<file path="config.mk">
export PLATFORM = sky130hd
export DESIGN_NAME = gin_id_scan_config_flat
export DESIGN_NICKNAME = d
export VERILOG_FILES = /design/src/rtl/gin_id_scan_config_if.sv /design/src/rtl/gin_id_scan_config.sv /design/src/flat_wrapper.sv
export SDC_FILE = /design/constraint.sdc
export NUM_CORES = 1
export LEC_CHECK = 0
export ABC_CLOCK_PERIOD_IN_PS = 1900
export BUFFER_PORTS_ARGS = -buffer_cell sky130_fd_sc_hd__buf_2
export CAP_MARGIN = 20
export CELL_PAD_IN_SITES_DETAIL_PLACEMENT = 1
export CELL_PAD_IN_SITES_GLOBAL_PLACEMENT = 1
export CORE_ASPECT_RATIO = 1.4
export CORE_MARGIN = 3
export CORE_UTILIZATION = 37
export DETAILED_ROUTE_END_ITERATION = 8
export PLACE_DENSITY = 0.83
export SYNTH_ARGS = -nofsm -noshare
export SYNTH_HDL_FRONTEND = slang
export SYNTH_SLANG_ARGS = --single-unit
</file>
<file path="constraint.sdc">
create_clock -name link_clk -period 1.9 [get_ports link_clk]
set_input_delay 0.095 -clock link_clk [delete_from_list [all_inputs] [get_ports link_clk]]
set_output_delay 0.095 -clock link_clk [all_outputs]
set_load 0.05 [all_outputs]
</file>
<file path="src/rtl/gin_id_scan_config_if.sv">
// Tag-word handshake between the ID source and the scan-chain configurator.
interface gin_id_scan_config_if #(
   parameter int TAG_WIDTH = 4
);
   logic                 id_valid;
   logic [TAG_WIDTH-1:0] id_data;
   logic                 id_ready;

   modport master (output id_valid, output id_data, input id_ready);
   modport slave  (input id_valid, input id_data, output id_ready);
endinterface

</file>
<file path="src/rtl/gin_id_scan_config.sv">
// Serialises NUM_MCC tag words into the MCC ID scan chain, MSB first, and
// flags the chain as configured once a complete pass has gone through.
//
// state | meaning
// IDLE  | waiting for cfg_start; configured/word_count hold
// LOAD  | id_ready high, waiting for the next tag word
// SHIFT | shifting the captured word out on si_id with se_id high
// DONE  | one-cycle cfg_done pulse, configured set on exit
module gin_id_scan_config #(
   parameter  int NUM_MCC   = 12,
   parameter  int TAG_WIDTH = 4,
   localparam int WC_W      = $clog2(NUM_MCC + 1),
   localparam int BC_W      = $clog2(TAG_WIDTH + 1)
) (
   input  logic                    link_clk,
   input  logic                    reset,
   input  logic                    cfg_start,
   input  logic                    cfg_abort,
   gin_id_scan_config_if.slave     id_if,
   output logic                    se_id,
   output logic                    si_id,
   output logic                    cfg_busy,
   output logic                    cfg_done,
   output logic                    configured,
   output logic [WC_W-1:0]         word_count
);

   typedef enum logic [1:0] {IDLE, LOAD, SHIFT, DONE} state_e;

   state_e               state_q, state_d;
   logic [TAG_WIDTH-1:0] sh_q, sh_d;
   logic [BC_W-1:0]      bit_q, bit_d;
   logic [WC_W-1:0]      wc_q, wc_d;
   logic                 cfg_q, cfg_d;

   always_ff @(posedge link_clk) begin
      if (!reset) begin
         state_q <= IDLE;
         sh_q    <= '0;
         bit_q   <= '0;
         wc_q    <= '0;
         cfg_q   <= 1'b0;
      end else begin
         state_q <= state_d;
         sh_q    <= sh_d;
         bit_q   <= bit_d;
         wc_q    <= wc_d;
         cfg_q   <= cfg_d;
      end
   end

   always_comb begin
      state_d        = state_q;
      sh_d           = sh_q;
      bit_d          = bit_q;
      wc_d           = wc_q;
      cfg_d          = cfg_q;
      id_if.id_ready = 1'b0;
      se_id          = 1'b0;
      si_id          = 1'b0;
      cfg_busy       = 1'b0;
      cfg_done       = 1'b0;

      case (state_q)
         IDLE: begin
            if (cfg_start && !cfg_abort) begin
               state_d = LOAD;
               cfg_d   = 1'b0;
               wc_d    = '0;
            end
         end
         LOAD: begin
            id_if.id_ready = 1'b1;
            cfg_busy       = 1'b1;
            if (cfg_abort) begin
               state_d = IDLE;
            end else if (id_if.id_valid) begin
               sh_d    = id_if.id_data;
               bit_d   = '0;
               state_d = SHIFT;
            end
         end
         SHIFT: begin
            cfg_busy = 1'b1;
            // abort drops scan enable in the same cycle so no partial bit lands
            se_id    = !cfg_abort;
            si_id    = !cfg_abort && sh_q[TAG_WIDTH-1];
            if (cfg_abort) begin
               state_d = IDLE;
            end else begin
               sh_d  = sh_q << 1;
               bit_d = bit_q + BC_W'(1);
               if (bit_q == BC_W'(TAG_WIDTH - 1)) begin
                  wc_d    = wc_q + WC_W'(1);
                  state_d = (wc_q == WC_W'(NUM_MCC - 1)) ? DONE : LOAD;
               end
            end
         end
         DONE: begin
            cfg_busy = 1'b1;
            cfg_done = 1'b1;
            cfg_d    = 1'b1;
            state_d  = IDLE;
         end
         default: state_d = IDLE;
      endcase

      // strobes stay quiet while reset is held, before the state register clears
      if (!reset) begin
         id_if.id_ready = 1'b0;
         se_id          = 1'b0;
         si_id          = 1'b0;
         cfg_busy       = 1'b0;
         cfg_done       = 1'b0;
      end
   end

   assign configured = cfg_q;
   assign word_count = wc_q;

endmodule

</file>
<file path="src/flat_wrapper.sv">
// flat-port wrapper written by rule: the top's interface ports become plain ports
module gin_id_scan_config_flat 
#(
   parameter  int NUM_MCC   = 12,
   parameter  int TAG_WIDTH = 4,
   localparam int WC_W      = $clog2(NUM_MCC + 1),
   localparam int BC_W      = $clog2(TAG_WIDTH + 1)
)
  (link_clk, reset, cfg_start, cfg_abort, se_id, si_id, cfg_busy, cfg_done, configured, word_count, id_if_id_valid, id_if_id_data, id_if_id_ready);
  gin_id_scan_config_if #(.TAG_WIDTH(TAG_WIDTH)) id_if_i ();
  input  logic link_clk;
  input  logic reset;
  input  logic cfg_start;
  input  logic cfg_abort;
  output logic se_id;
  output logic si_id;
  output logic cfg_busy;
  output logic cfg_done;
  output logic configured;
  output logic [WC_W-1:0] word_count;
  input wire logic [$bits(id_if_i.id_valid)-1:0] id_if_id_valid;
  input wire logic [$bits(id_if_i.id_data)-1:0] id_if_id_data;
  output wire logic [$bits(id_if_i.id_ready)-1:0] id_if_id_ready;
  assign id_if_i.id_valid = id_if_id_valid;
  assign id_if_i.id_data = id_if_id_data;
  assign id_if_id_ready = id_if_i.id_ready;
  gin_id_scan_config #(.NUM_MCC(NUM_MCC), .TAG_WIDTH(TAG_WIDTH)) u_core (.link_clk(link_clk), .reset(reset), .cfg_start(cfg_start), .cfg_abort(cfg_abort), .id_if(id_if_i), .se_id(se_id), .si_id(si_id), .cfg_busy(cfg_busy), .cfg_done(cfg_done), .configured(configured), .word_count(word_count));
endmodule
</file>
==> flow_summary.toml <==
[sta]
slew_viol_final = 0
min_period_ns = 1.719
slew_headroom_pct = 61.54
tns_ns = 0
fmax_mhz = 581.8
finalHoldViolCount = 0
skew_ns = 0.001416
tightest_slew_ns = 0.5695
rsz0062_at_grt = "false"
setup_viol = 0
fin_crit_sh_pct = 90.46
timing.hold.ws_ns = 0.1285

[yosys]
ys_async_sr_fraction_pct = 0
synth_area_leaders = "dfxtp_1 38%, nor2_1 5.5%, ha_1 5.0%"
ys_seq_area_share_pct = 37.65
syn_inst = 85
syn_avg_cell_area_um2 = 8.758
synth_warnings = 0
netlist.top_cell.by_area = "dfxtp_1"
synth.distinct_cells = 36
synth.top_cell.area_share_pct = 37.65
synth_area_um2 = 744.5
syn_nets = 97
synth_edf_count = 0
ys_ff_latch = 14
ys_dominant_reg_cell = "dfxtp_1"

[global_routing]
first_global_vias = 630
overflow = 0
antenna_found_initial = 0
grt_max_degree = 17
grtUsageTotal_pct = 14.41
grt_pass1_wl_um = 2808

[cts]
root_buffer = "clkbuf_4"
cts.path.max_buffers = 2
htree_levels = 1
clk_pin_slew_worst_paths_ns = 0.09
cts_resized = 0
postCtsSetupBuffers = 0
holdBufCountCts = 0
cts_inserted_buffers = 3
cts_tree = "yes"
cts.sinks = 14
clkLatencyLatePin_ns = 0.28

[floorplanning]
die-area_um2 = 2594
die_h_um = 59.08
coreArea_um2 = 1824
initial_core_util_pct = 40.81
dieWidth_um = 43.91
rows = 18
ios = 19

[pwr]
pwr-share-comb_pct = 9.7
p_leak_nw = 0.3756
ir_worst_vdd_v = 0.0003628
seqPwrFrac_pct = 52.7
p_int_mw = 0.4360
pwr_density_cell_nw_per_um2 = 660.0
p_switching_mw = 0.1396
switching_share_pct = 24.25
p_clk_share_pct = 37.6

[critical_path]
worstPathArrival_ns = 1.62
r2r_start = "u_core.bit_q[0]"
rrSetupSlack_ns = 0.27
path_buf_inv = 1
max_stage_delay_ns = 0.58
worstReg2RegEnd = "u_core.word_count[0]"
cp-startpoint = "u_core.state_q[0]"
r2r_cells = 6
critical_path.cell_chain = "nand2b_2, nor2_2, and2_1, buf_2"
worstPathRequired_ns = 1.80
crit_family = "flip-flops"
crit_fanout = 13
crit_path_end = "si_id"
startpoint_type = "register"
path_class = "reg2out"
cpMaxStageDelayCell = "dfxtp_1"
cp-end-kind = "primary output"
cp.depth = 4

[cells_and_area]
syn2layout_area_growth_pct = 17.14
fin_nets = 115
final_cell_mix = "18 x buf_2, 14 x dfxtp_1, 10 x nor2_1"
drive_above_1_share_pct = 28.43
n_antenna_cell = 0
final_common_cell = "buf_2"

[drt]
drtAntennaViolNets = 0
via_per_inst = 5.549
drt-initial-drc-count = 4
post_drt_wl_per_cell_um = 14.04
route.vias.total = 677
drc = 0
drt_first_pass_iters = 4
finalWirelength_um = 1713

[status]
status = "completed"

[placement]
gp_congestion = 0.7252
dp_hpwl_um = 1296
numPortBuffers = 18

[flow_run]
drv_cap = 0

[worst_hold_path]
hp-class = "in2reg"
## worst register-to-register path, stage by stage (launching register included)
cell and delay [ns]:
dfxtp_1 0.34, ha_1 0.21, ha_1 0.21, mux2i_1 0.31
nand2b_4 0.21, mux2i_1 0.19, nor2b_1 0.06
## Yosys cell counts, drive strengths merged, types with 2 or more instances
master	number
dfxtp	14
nor2	11
inv	6
a21oi	5
nand2	5
nand2b	4
and2	3
clkbuf	3
ha	3
nand3b	3
buf	2
mux2i	2
nand3	2
o221a	2
o32a	2
o32ai	2
## cells by family after synthesis
logic type                 share of synthesized area [%]
and+or+nand+nor                                    25.55
AOI/OAI and AO/OA                                  19.83
DFF                                                37.65
buffers and inverters                              6.890
adders and majority gates                          5.043
xor gates and xnor gates                           2.353
muxes                                              2.689
## sequential cells by signal, indices dropped and copies added (netlist names)
name               cells
u_core.word_count      4
u_core.bit_q           3
u_core.configured      1
u_core.state_q         2
u_core.sh_q            4
## metrics by stage
| stage | area, µm² | cells | util [%] | total power, mW | setup slack [ns] |
|---|---|---|---|---|---|
| floorplan | 747.0 | 85 | - | 0.3475 | 0.2247 |
| global placement | 833.3 | 118 | 45.68 | 0.3647 | 0.3580 |
| detailed placement | 833.3 | 118 | 45.68 | 0.3658 | 0.2995 |
| CTS | 869.6 | 122 | 47.67 | 0.5827 | 0.07364 |
| global route | 872.1 | 122 | 47.81 | 0.6030 | 0.09603 |
| finish | 872.1 | 122 | 47.81 | 0.5755 | 0.1812 |
## how the worst min path moves through the flow
stage / cells after the start / endpoint / start / slack [ns]
2_1_floorplan: 2 / u_core.bit_q[0] / reset / 0.24
3_3_place_gp: 3 / u_core.sh_q[1] / id_if_id_data[1] / 0.43
3_5_place_dp: 3 / u_core.sh_q[1] / id_if_id_data[1] / 0.42
4_1_cts: 3 / u_core.sh_q[1] / id_if_id_data[1] / 0.13
5_1_grt: 3 / u_core.sh_q[1] / id_if_id_data[1] / 0.14
6_report: 3 / u_core.sh_q[1] / id_if_id_data[1] / 0.13
## power groups by stage
stage,clock network [mW],registers (mW),logic (mW)
finish,0.216,0.303,0.0559
global route,0.237,0.304,0.0624
CTS,0.224,0.303,0.0561
detailed placement,0,0.310,0.0559
global placement,0,0.309,0.0553
floorplan,0,0.307,0.0408
## final cells by class
| class | count | area [µm²] |
|---|---|---|
| fillers | 230 | 952.2 |
| multi-input cells | 60 | 417.9 |
| flip-flops and latches | 14 | 280.3 |
| repair buffers | 18 | 90.09 |
| clock buffers | 4 | 36.28 |
| well taps | 20 | 25.02 |
| inverters | 6 | 22.52 |
## routing by layer
metal / global-route usage [%] / share of wire (%) / routed length (µm)
met1: 16.73 / 43 / 745
met2: 24.58 / 50 / 855
met4: 7.759 / 1.5 / 25
met3: 2.432 / 5.0 / 86
met5: 0 / 0 / 0
No activity file was read; power rests on OpenSTA's default activity.
